$ cat src/rtl/usb_pkg.sv
// -----------------------------------------------------------------------------
// usb_pkg
// Shared definitions for the device-side USB 1.1 transaction sequencer:
//   - PID codes as delivered by the receiver control unit
//   - packet selector understood by the transmitter (tx_packet_t)
//   - sequencer state encoding (xfer_state_t)
//   - default bus-idle timeout while waiting for DATA or ACK
// -----------------------------------------------------------------------------
package usb_pkg;

  // Receiver PID codes
  localparam logic [2:0] PID_STALL = 3'b000;
  localparam logic [2:0] PID_IN    = 3'b001;
  localparam logic [2:0] PID_OUT   = 3'b010;
  localparam logic [2:0] PID_DATA0 = 3'b011;
  localparam logic [2:0] PID_DATA1 = 3'b100;
  localparam logic [2:0] PID_ACK   = 3'b101;
  localparam logic [2:0] PID_NAK   = 3'b111;

  // Idle clocks tolerated while waiting for DATA (after OUT) or ACK (after our DATA)
  localparam int unsigned DEFAULT_TIMEOUT_CYCLES = 1024;

  // Packet selector driven to the transmitter
  typedef enum logic [2:0] {
    TX_NONE  = 3'd0,
    TX_DATA0 = 3'd1,
    TX_DATA1 = 3'd2,
    TX_ACK   = 3'd3,
    TX_NAK   = 3'd4,
    TX_STALL = 3'd5
  } tx_packet_t;

  // Transaction sequencer states
  typedef enum logic [2:0] {
    ST_IDLE      = 3'd0,
    ST_WAIT_DATA = 3'd1,
    ST_SEND      = 3'd2,
    ST_TX_WAIT   = 3'd3,
    ST_WAIT_ACK  = 3'd4
  } xfer_state_t;

  // True for either data PID
  function automatic logic is_data_pid(input logic [2:0] pid);
    return (pid == PID_DATA0) || (pid == PID_DATA1);
  endfunction

endpackage

$ cat src/rtl/usb_timeout_timer.sv
// -----------------------------------------------------------------------------
// usb_timeout_timer
// Saturating bus-idle counter used while the sequencer waits for the host.
//
// Ports:
//   clk      in   system clock
//   n_rst    in   asynchronous active-low reset
//   clear    in   zero the count on the next edge (has priority over hold)
//   hold     in   freeze the count (sequencer is not waiting on the host)
//   timeout  out  count has reached TIMEOUT_CYCLES-1
// -----------------------------------------------------------------------------
module usb_timeout_timer
  import usb_pkg::*;
#(
  parameter int unsigned TIMEOUT_CYCLES = DEFAULT_TIMEOUT_CYCLES
) (
  input  logic clk,
  input  logic n_rst,
  input  logic clear,
  input  logic hold,
  output logic timeout
);

  localparam int unsigned CNT_W = (TIMEOUT_CYCLES > 1) ? $clog2(TIMEOUT_CYCLES) : 1;
  localparam logic [CNT_W-1:0] LAST = CNT_W'(TIMEOUT_CYCLES - 1);

  logic [CNT_W-1:0] count_q;
  logic [CNT_W-1:0] count_d;

  always_comb begin
    // NOTE: the default assignment first means every path through this block
    // assigns count_d, so no latch is inferred.
    count_d = count_q;
    if (clear) begin
      count_d = '0;
    end else if (!hold && (count_q != LAST)) begin
      count_d = count_q + 1'b1;   // saturates at LAST
    end
  end

  always_ff @(posedge clk or negedge n_rst) begin
    if (!n_rst) begin
      count_q <= '0;
    end else begin
      // NOTE: non-blocking so every register samples pre-edge values.
      count_q <= count_d;
    end
  end

  assign timeout = (count_q == LAST);

endmodule

$ cat src/rtl/usb_transaction_ctrl.sv
// -----------------------------------------------------------------------------
// usb_transaction_ctrl
// Device-side USB 1.1 transaction sequencer. Watches decoded packets from the
// receiver, chooses the response (handshake or DATA0/DATA1), commands the
// transmitter, flushes the shared data buffer and tracks the data toggles.
//
// Ports:
//   clk, n_rst         clock, asynchronous active-low reset
//   rx_pid             decoded pid from receiver
//   rx_packet_done     one-cycle pulse: receiver finished a packet
//   rx_error           receiver error flag (qualifies rx_packet_done)
//   rx_busy            receiver is mid-packet
//   tx_busy, tx_done   transmitter active / finished packet incl. EOP
//   buffer_occupancy   bytes in the shared data buffer
//   host_tx_size       bytes staged by host for the next IN (0 = none)
//   host_stall         endpoint halted
//   host_ack           pulse: host consumed rx data / acknowledged error
//   tx_packet          packet selector for the transmitter (registered)
//   tx_start           one-cycle transmit request
//   d_mode             device drives the bus (tx_start .. tx_done inclusive)
//   clear_buffer       one-cycle buffer flush request
//   rx_data_valid      OUT payload accepted, awaiting host
//   rx_byte_count      occupancy captured with the accepted DATA packet
//   tx_acked           one-cycle pulse: host ACKed our DATA (registered)
//   xfer_error         sticky transaction error
// -----------------------------------------------------------------------------
module usb_transaction_ctrl
  import usb_pkg::*;
#(
  parameter int unsigned TIMEOUT_CYCLES = DEFAULT_TIMEOUT_CYCLES
) (
  input  logic       clk,
  input  logic       n_rst,
  input  logic [2:0] rx_pid,
  input  logic       rx_packet_done,
  input  logic       rx_error,
  input  logic       rx_busy,
  input  logic       tx_busy,
  input  logic       tx_done,
  input  logic [6:0] buffer_occupancy,
  input  logic [6:0] host_tx_size,
  input  logic       host_stall,
  input  logic       host_ack,
  output logic [2:0] tx_packet,
  output logic       tx_start,
  output logic       d_mode,
  output logic       clear_buffer,
  output logic       rx_data_valid,
  output logic [6:0] rx_byte_count,
  output logic       tx_acked,
  output logic       xfer_error
);

  xfer_state_t state_q, state_d;
  tx_packet_t  tx_packet_q, tx_packet_d;
  logic        rx_toggle_q, rx_toggle_d;
  logic        tx_toggle_q, tx_toggle_d;
  logic        rx_valid_q, rx_valid_d;
  logic [6:0]  rx_count_q, rx_count_d;
  logic        xfer_error_q, xfer_error_d;
  logic        tx_acked_q, tx_acked_d;

  logic        valid_set;
  logic        error_set;
  logic        timer_clear;
  logic        timer_hold;
  logic        timeout;
  logic        rx_ok;
  logic        sent_data;

  assign rx_ok     = rx_packet_done && !rx_error;
  assign sent_data = (tx_packet_q == TX_DATA0) || (tx_packet_q == TX_DATA1);

  // The timer only runs while waiting on the host; activity on the receiver
  // restarts the idle window.
  assign timer_hold = (state_q != ST_WAIT_DATA) && (state_q != ST_WAIT_ACK);

  usb_timeout_timer #(
    .TIMEOUT_CYCLES(TIMEOUT_CYCLES)
  ) u_timer (
    .clk     (clk),
    .n_rst   (n_rst),
    .clear   (timer_clear),
    .hold    (timer_hold),
    .timeout (timeout)
  );

  // ---------------------------------------------------------------------------
  // Next-state and pulse logic
  // ---------------------------------------------------------------------------
  always_comb begin
    state_d      = state_q;
    tx_packet_d  = tx_packet_q;
    rx_toggle_d  = rx_toggle_q;
    tx_toggle_d  = tx_toggle_q;
    rx_count_d   = rx_count_q;
    valid_set    = 1'b0;
    error_set    = 1'b0;
    tx_acked_d   = 1'b0;
    tx_start     = 1'b0;
    clear_buffer = 1'b0;
    timer_clear  = rx_busy;

    unique case (state_q)
      ST_IDLE: begin
        if (rx_ok) begin
          if (rx_pid == PID_OUT) begin
            state_d     = ST_WAIT_DATA;
            timer_clear = 1'b1;
          end else if (rx_pid == PID_IN) begin
            state_d = ST_SEND;
            if (host_stall) begin
              tx_packet_d = TX_STALL;
            end else if (host_tx_size == '0) begin
              tx_packet_d = TX_NAK;
            end else begin
              tx_packet_d = tx_toggle_q ? TX_DATA1 : TX_DATA0;
            end
          end
        end
      end

      ST_WAIT_DATA: begin
        // A completed packet outranks a timeout reached in the same cycle.
        if (rx_packet_done) begin
          if (!rx_error && is_data_pid(rx_pid)) begin
            state_d = ST_SEND;
            if (rx_valid_q) begin
              // Host has not drained the previous payload: refuse this one.
              tx_packet_d  = TX_NAK;
              clear_buffer = 1'b1;
            end else if ((rx_pid == PID_DATA1) == rx_toggle_q) begin
              tx_packet_d = TX_ACK;
              valid_set   = 1'b1;
              rx_count_d  = buffer_occupancy;
              rx_toggle_d = !rx_toggle_q;
            end else begin
              // Retransmission of data already accepted: ACK it again so the
              // host moves on, but discard the duplicate bytes.
              tx_packet_d  = TX_ACK;
              clear_buffer = 1'b1;
            end
          end else begin
            state_d      = ST_IDLE;
            clear_buffer = 1'b1;
            error_set    = 1'b1;
          end
        end else if (timeout) begin
          state_d      = ST_IDLE;
          clear_buffer = 1'b1;
          error_set    = 1'b1;
        end
      end

      ST_SEND: begin
        if (!tx_busy && !rx_busy) begin
          tx_start = 1'b1;
          state_d  = ST_TX_WAIT;
        end
      end

      ST_TX_WAIT: begin
        if (tx_done) begin
          tx_packet_d = TX_NONE;
          if (sent_data) begin
            state_d     = ST_WAIT_ACK;
            timer_clear = 1'b1;
          end else begin
            state_d = ST_IDLE;
          end
        end
      end

      ST_WAIT_ACK: begin
        if (rx_packet_done) begin
          state_d = ST_IDLE;
          if (rx_error) begin
            error_set = 1'b1;
          end else if (rx_pid == PID_ACK) begin
            tx_toggle_d  = !tx_toggle_q;
            tx_acked_d   = 1'b1;
            clear_buffer = 1'b1;
          end
          // NAK or any other pid: give up quietly, keep toggle and buffer.
        end else if (timeout) begin
          state_d   = ST_IDLE;
          error_set = 1'b1;
        end
      end

      default: begin
        state_d = ST_IDLE;
      end
    endcase

    // Setting the flag wins over a host_ack in the same cycle.
    rx_valid_d   = valid_set | (rx_valid_q & ~host_ack);
    xfer_error_d = error_set | (xfer_error_q & ~host_ack);
  end

  // ---------------------------------------------------------------------------
  // State registers
  // ---------------------------------------------------------------------------
  always_ff @(posedge clk or negedge n_rst) begin
    if (!n_rst) begin
      state_q      <= ST_IDLE;
      tx_packet_q  <= TX_NONE;
      rx_toggle_q  <= 1'b0;
      tx_toggle_q  <= 1'b0;
      rx_valid_q   <= 1'b0;
      rx_count_q   <= '0;
      xfer_error_q <= 1'b0;
      tx_acked_q   <= 1'b0;
    end else begin
      state_q      <= state_d;
      tx_packet_q  <= tx_packet_d;
      rx_toggle_q  <= rx_toggle_d;
      tx_toggle_q  <= tx_toggle_d;
      rx_valid_q   <= rx_valid_d;
      rx_count_q   <= rx_count_d;
      xfer_error_q <= xfer_error_d;
      tx_acked_q   <= tx_acked_d;
    end
  end

  // ---------------------------------------------------------------------------
  // Outputs
  // ---------------------------------------------------------------------------
  assign tx_packet     = tx_packet_q;
  assign rx_data_valid = rx_valid_q;
  assign rx_byte_count = rx_count_q;
  assign tx_acked      = tx_acked_q;
  assign xfer_error    = xfer_error_q;

  // Bus ownership starts with the request itself and lasts through tx_done.
  assign d_mode = tx_start || (state_q == ST_TX_WAIT);

endmodule

$ cat config.mk
export PLATFORM = sky130hd
export DESIGN_NAME = usb_transaction_ctrl
export DESIGN_NICKNAME = d
export VERILOG_FILES = /design/src/rtl/usb_pkg.sv /design/src/rtl/usb_timeout_timer.sv /design/src/rtl/usb_transaction_ctrl.sv
export SDC_FILE = /design/constraint.sdc
export NUM_CORES = 1
export LEC_CHECK = 0
export CORE_MARGIN = 2
export CORE_UTILIZATION = 25
export CTS_BUF_LIST = sky130_fd_sc_hd__clkbuf_2 sky130_fd_sc_hd__clkbuf_4 sky130_fd_sc_hd__clkbuf_8
export CTS_CLUSTER_SIZE = 8
export DETAILED_ROUTE_END_ITERATION = 16
export PLACE_DENSITY = 0.52
export SYNTH_ARGS = -nofsm -noshare
export SYNTH_HDL_FRONTEND = slang
export SYNTH_HIERARCHICAL = 1
export SYNTH_SLANG_ARGS = --single-unit
$ cat constraint.sdc
create_clock -name clk -period 2.4 [get_ports clk]
set_input_delay 0.6 -clock clk [delete_from_list [all_inputs] [get_ports clk]]
set_output_delay 0.6 -clock clk [all_outputs]
set_load 0.02 [all_outputs]
======== Yosys cells after proc, flatten, opt, wreduce, memory -nomap -nowiden ========
Index checks and enable logic that the tools add are counted.
word-level totals
  register bits after elaboration ......... 28
cells by class
  bitwise gates (word level) .............. 7
  muxes and demuxes ....................... 51
  reductions and logical operators ........ 22
  eq/ne operators ......................... 24
  add/subtract/negate cells ............... 1
operators by type and width
  kind                                                   count
  2-to-1 mux 3 bit                                       18
  2-to-1 mux 1 bit                                       24
  2-to-1 mux 10 bit                                      2
  equality test 3 x 2 -> 1 bit, second input constant    5
  case mux 3 bit (5 select lines)                        1
  inequality test 2 bit, second input constant           7
  adder 10 x 1 -> 10 bit, second input constant          1
  equality test 10 bit, second input constant            1
  inequality test 10 bit, second input constant          1
  equality test 3 x 1 -> 1 bit, second input constant    3
  equality test 3 bit, second input constant             3
  case mux 3 bit (3 select lines)                        1
  AND reduction 4 bit                                    2
  logical NOT 7 bit                                      1
  AND reduction 7 bit                                    1
  logical NOT 1 bit                                      6
  inequality test 3 bit, second input constant           2
  case mux 1 bit (2 select lines)                        3
  logical AND 1 bit                                      5
  AND reduction 5 bit                                    1
  2-to-1 mux 2 bit                                       2
  logical NOT 3 bit                                      1
  logical OR 1 bit                                       3
  inequality test 3 x 1 -> 1 bit, second input constant  1
  6 further kinds                                        10

======== Logic depth before layout (Yosys ltp) ========
  word-level depth ........................ 8
  depth in mapped cells ................... 9
  gate-level depth less buffers ........... 7

======== Cells and area by module ========
Netlist, hierarchy kept.
by module, submodules not included
  module                instances  area an instance (µm²)  cells each  seq. area each (µm²)
  usb_transaction_ctrl  1          1107.3                  110         450.4
  usb_timeout_timer     1          653.1                   66          250.2

======== Worst setup path after synthesis ========
Ideal clock, no wire load.
  path kind ............................... input port to flip-flop
  from .................................... input port rx_pid[0]
  to ...................................... register u_timer.count_q[5]
  buffers on the path ..................... 2
  arrival time ............................ 1951 ps
  stages on the path ...................... 7
  slack ................................... 324 ps
  path through ............................ buf_6 -> or3b_2 -> nor2_1 -> a211o_1 -> buf_2 -> nor2_1 -> mux2_4
on the way
  longest elaborated chain between the ends .. 5
  elaborated cells on any way between the ends .. 6
ends and longest elaborated chain
  what                                                     RTL line                     text
  from (decl)                                              usb_transaction_ctrl.sv:34   input logic [2:0] rx_pid,
  equality test 3 x 2 -> 1 bit (*)                         usb_transaction_ctrl.sv:107  if (rx_pid == PID_OUT) begin
  2-to-1 mux 1 bit (*)                                     usb_transaction_ctrl.sv:107
  2-to-1 mux 1 bit (*)                                     usb_transaction_ctrl.sv:106  if (rx_ok) begin
  case mux 1 bit (2 select lines) (*)                      usb_transaction_ctrl.sv:104  unique case (state_q)
  via timer_clear                                          usb_transaction_ctrl.sv:65   logic timer_clear;
  2-to-1 mux 10 bit or nonzero test 2 bit (tied branches)  n/a
  to (signal assigned)                                     usb_timeout_timer.sv:46      count_q <= count_d;
  to (decl)                                                usb_timeout_timer.sv:27      logic [CNT_W-1:0] count_q;
The timed path passes the listed nets; every way through them passes the cells marked *.
A chain may end at the register's enable or synchronous reset.

======== Final worst setup path ========
  from .................................... input port rx_error
  to ...................................... output port clear_buffer
on the way
  longest elaborated chain between the ends .. 5
  elaborated cells on any way between the ends .. 7
ends and longest elaborated chain
  what                                 RTL line                     text
  from (decl)                          usb_transaction_ctrl.sv:36   input logic rx_error,
  logical NOT 1 bit                    usb_transaction_ctrl.sv:126  if (!rx_error && is_data_pid(rx_pid)) begin
  logical AND 1 bit                    usb_transaction_ctrl.sv:126
  2-to-1 mux 1 bit                     usb_transaction_ctrl.sv:126
  2-to-1 mux 1 bit                     usb_transaction_ctrl.sv:125  if (rx_packet_done) begin
  case mux 1 bit (2 select lines) (*)  usb_transaction_ctrl.sv:104
  to (decl)                            usb_transaction_ctrl.sv:47   output logic clear_buffer,
Every way passes the cells marked *; elsewhere a longest branch is shown, timed or not.

==> results.tsv <==
metric	value	unit
Die W	87.9	microns
critical path class	in2out	
CTS Buf Count	3	
final hold vios	0	
power density cells	716	nW/um^2
share of layout cells above drive strength 1	0.265	
FF-to-FF End	u_timer/count_q[1]$_DFFE_PN0P_	
CTS H-tree lvls	1	
vias per inst	4.62	
placed cell area	2540	sq um
Nets	281	
top_reg_cell synth	dfrtp_1	
CP Capture Type	primary output	
Reg2Reg Depth	10	
Hold Startpoint	rx_toggle_q$_DFFE_PN0P_	
Final WS setup	0.0179	ns
clock tree buffer depth	2	
Gate Count Post-Synth	176	
DR vias	1611	
RR Startpoint	state_q[0]$_DFFE_PN0P_	
cts hold-fix bufs	0	
mean routed wirelength per cell	12.8	microns
Placement Setup Slack	-0.454	ns
die area	7730	sq um
Leak	1.17	nW
Warnings, synthesis	6	
initial core utilization	0.259	
worst hold slack	0.514	ns
Post-Route WL	4450	microns
Cell Area, Synth	1760	sq um
GP Congestion	0.799	
crit path from	rx_error	
maxcap violations	0	
Pre-antenna DRT Iters	4	
I/O Pins	42	
Slew Viols, Final	0	
first-pass GRT wire length	7700	microns
Post-CTS Setup Bufs	0	
worst clock skew	0.00357	ns
FFs w/ async S/R, synth	1.00	
power consumption	0.00188	W
highest-count cells in the layout ignoring fill and taps	buf_4, clkdlybuf4s50_1, dfrtp_1	
Reg clk slew, reported paths	0.10	ns
ANT nets after route	0	
clock tree from TritonCTS	yes	
critical-path maximum fanout	2	
Skew-Pair Late Insertion Delay	0.27	ns
commonest non-fill, non-tap cell in the layout	buf_4	
syn avg cell area	10.0	sq um
Final min period	2.38	ns
Core ar.	6790	sq um
CTS root buf	clkbuf_8	
Synth area leaders	dfrtp_1, mux2_4, nor3_1	
Final Cell Area	2620	sq um
# fillers	691	
f_max	420	MHz
drt drc	0	
vias in the first global route	1659	
Setup crit start kind	input port	
Synth area leader	dfrtp_1	
initial DRC count	93	
DP HPWL	3440	microns
crit share post-route	0.993	
count of cell types in the netlist	55	
ant diodes	0	
Port Buffer Count	41	
area share of the largest cell type after synthesis	0.398	
Critical Path End	clear_buffer	
outcome	completed	
r2r setup slk	0.40	ns
Critical Path RT	1.80	ns
number of synthesized flops with an enable pin	0	
largest net degree at the start of global routing	29	
RSZ-0062 raised after global routing	yes	
chip height	87.9	microns
final setup fails	0	
Sink Count	28	
Hold WC Path Type	reg2reg	
Post-Syn Nets	203	
Max IR drop VDD	0.242	mV
Layout area overhead	49.0	%
register area share after synthesis	0.398	
gr usage total	0.125	
WP data arrival	1.78	ns
Std-Cell Rows	30	
Rel. slew slack	0.733	
number of antenna violations at the first check in global routing	0	
#FFs+latches synth	28	
worst slew pin tran	0.397	ns
total grt overflow	0	
==> metal layers <==
metal | vias to the layer above | share of wire | GRT usage
li1 | 807 | - | -
met1 | 786 | 0.47 | 0.164
met2 | 16 | 0.50 | 0.216
met3 | 2 | 0.027 | 0.0217
met4 | 0 | 0.0047 | 0.0294
met5 | - | 0 | 0
==> worst min-delay path by stage <==
stage                                   end  slack [ns]  cells after the start
2_1_floorplan  rx_byte_count[0]$_DFFE_PN0P_        0.30                      0
3_3_place_gp   rx_byte_count[5]$_DFFE_PN0P_        0.49                      1
3_5_place_dp   rx_byte_count[6]$_DFFE_PN0P_        0.49                      1
4_1_cts        rx_byte_count[6]$_DFFE_PN0P_        0.52                      1
5_1_grt             rx_toggle_q$_DFFE_PN0P_        0.53                      1
6_report            rx_toggle_q$_DFFE_PN0P_        0.51                      1
==> power breakdown <==
| part | switching [W] | total (W) | internal (W) |
|---|---|---|---|
| logic | 0.000443 | 0.000879 | 0.000437 |
| clock network | 0.000150 | 0.000373 | 0.000223 |
| registers | 0.0000601 | 0.000625 | 0.000565 |
| total | 0.000653 | 0.00188 | 0.00122 |
==> worst max-delay path, cell delays in order <==
cell and delay, ns:
clkdlybuf4s50_1 0.42, nand2b_1 0.17, or3_4 0.37, nand2_1 0.06
buf_2 0.15
==> sequential cells by signal, indices dropped and copies added, names as in the netlist <==
| signal | cells |
|---|---|
| tx_packet | 3 |
| rx_data_valid | 1 |
| rx_byte_count | 7 |
| xfer_error | 1 |
| state_q | 3 |
| rx_toggle_q | 1 |
| tx_acked | 1 |
| u_timer/count_q | 10 |
| tx_toggle_q | 1 |
==> stage by stage <==
| stage | setup TNS, ns | utilization | std cells |
|---|---|---|---|
| after floorplan | 0 | - | 176 |
| after global placement | -2.76 | 0.373 | 345 |
| after detailed placement | -2.92 | 0.373 | 345 |
| after CTS | -0.0552 | 0.383 | 349 |
| after global routing | -0.0592 | 0.386 | 349 |
| final | 0 | 0.386 | 349 |
==> synth_stat cells, drive strengths merged (4+ instances only) <==
cell type  number
nor2b           8
inv             8
xnor2           4
nor3           11
o21ai           8
nor2           10
a211oi          6
dfrtp          28
mux2           10
buf             6
a31oi           6
nand2           9
nand3           4
nand2b          5
==> cell families after synthesis <==
group / after synthesis / share of synthesized area
adders and majority gates: 1 / 0.00711
buffers and inverters: 17 / 0.0526
and+or+nand+nor: 73 / 0.250
xor gates and xnor gates: 4 / 0.0199
muxes: 13 / 0.100
DFF: 28 / 0.398
AOI/OAI and AO/OA: 40 / 0.172
==> final cells by class <==
type | count | area [sq um] | share of cell area
sequential | 28 | 701 | 0.267
timing repair buffer | 82 | 713 | 0.272
multi-input combinational | 131 | 988 | 0.377
tap | 96 | 120 | 0.0458
clock buffer | 3 | 41.3 | 0.0157
inverter | 8 | 30.0 | 0.0114
clock inverter | 1 | 30.0 | 0.0114
==> what timing repair did <==
item | in CTS | in global routing
endpoints found under the setup margin | 3 | 7
gates resized for setup | 9 | 11
pin swaps | 1 | 1
(Power assumes the default switching activity.)
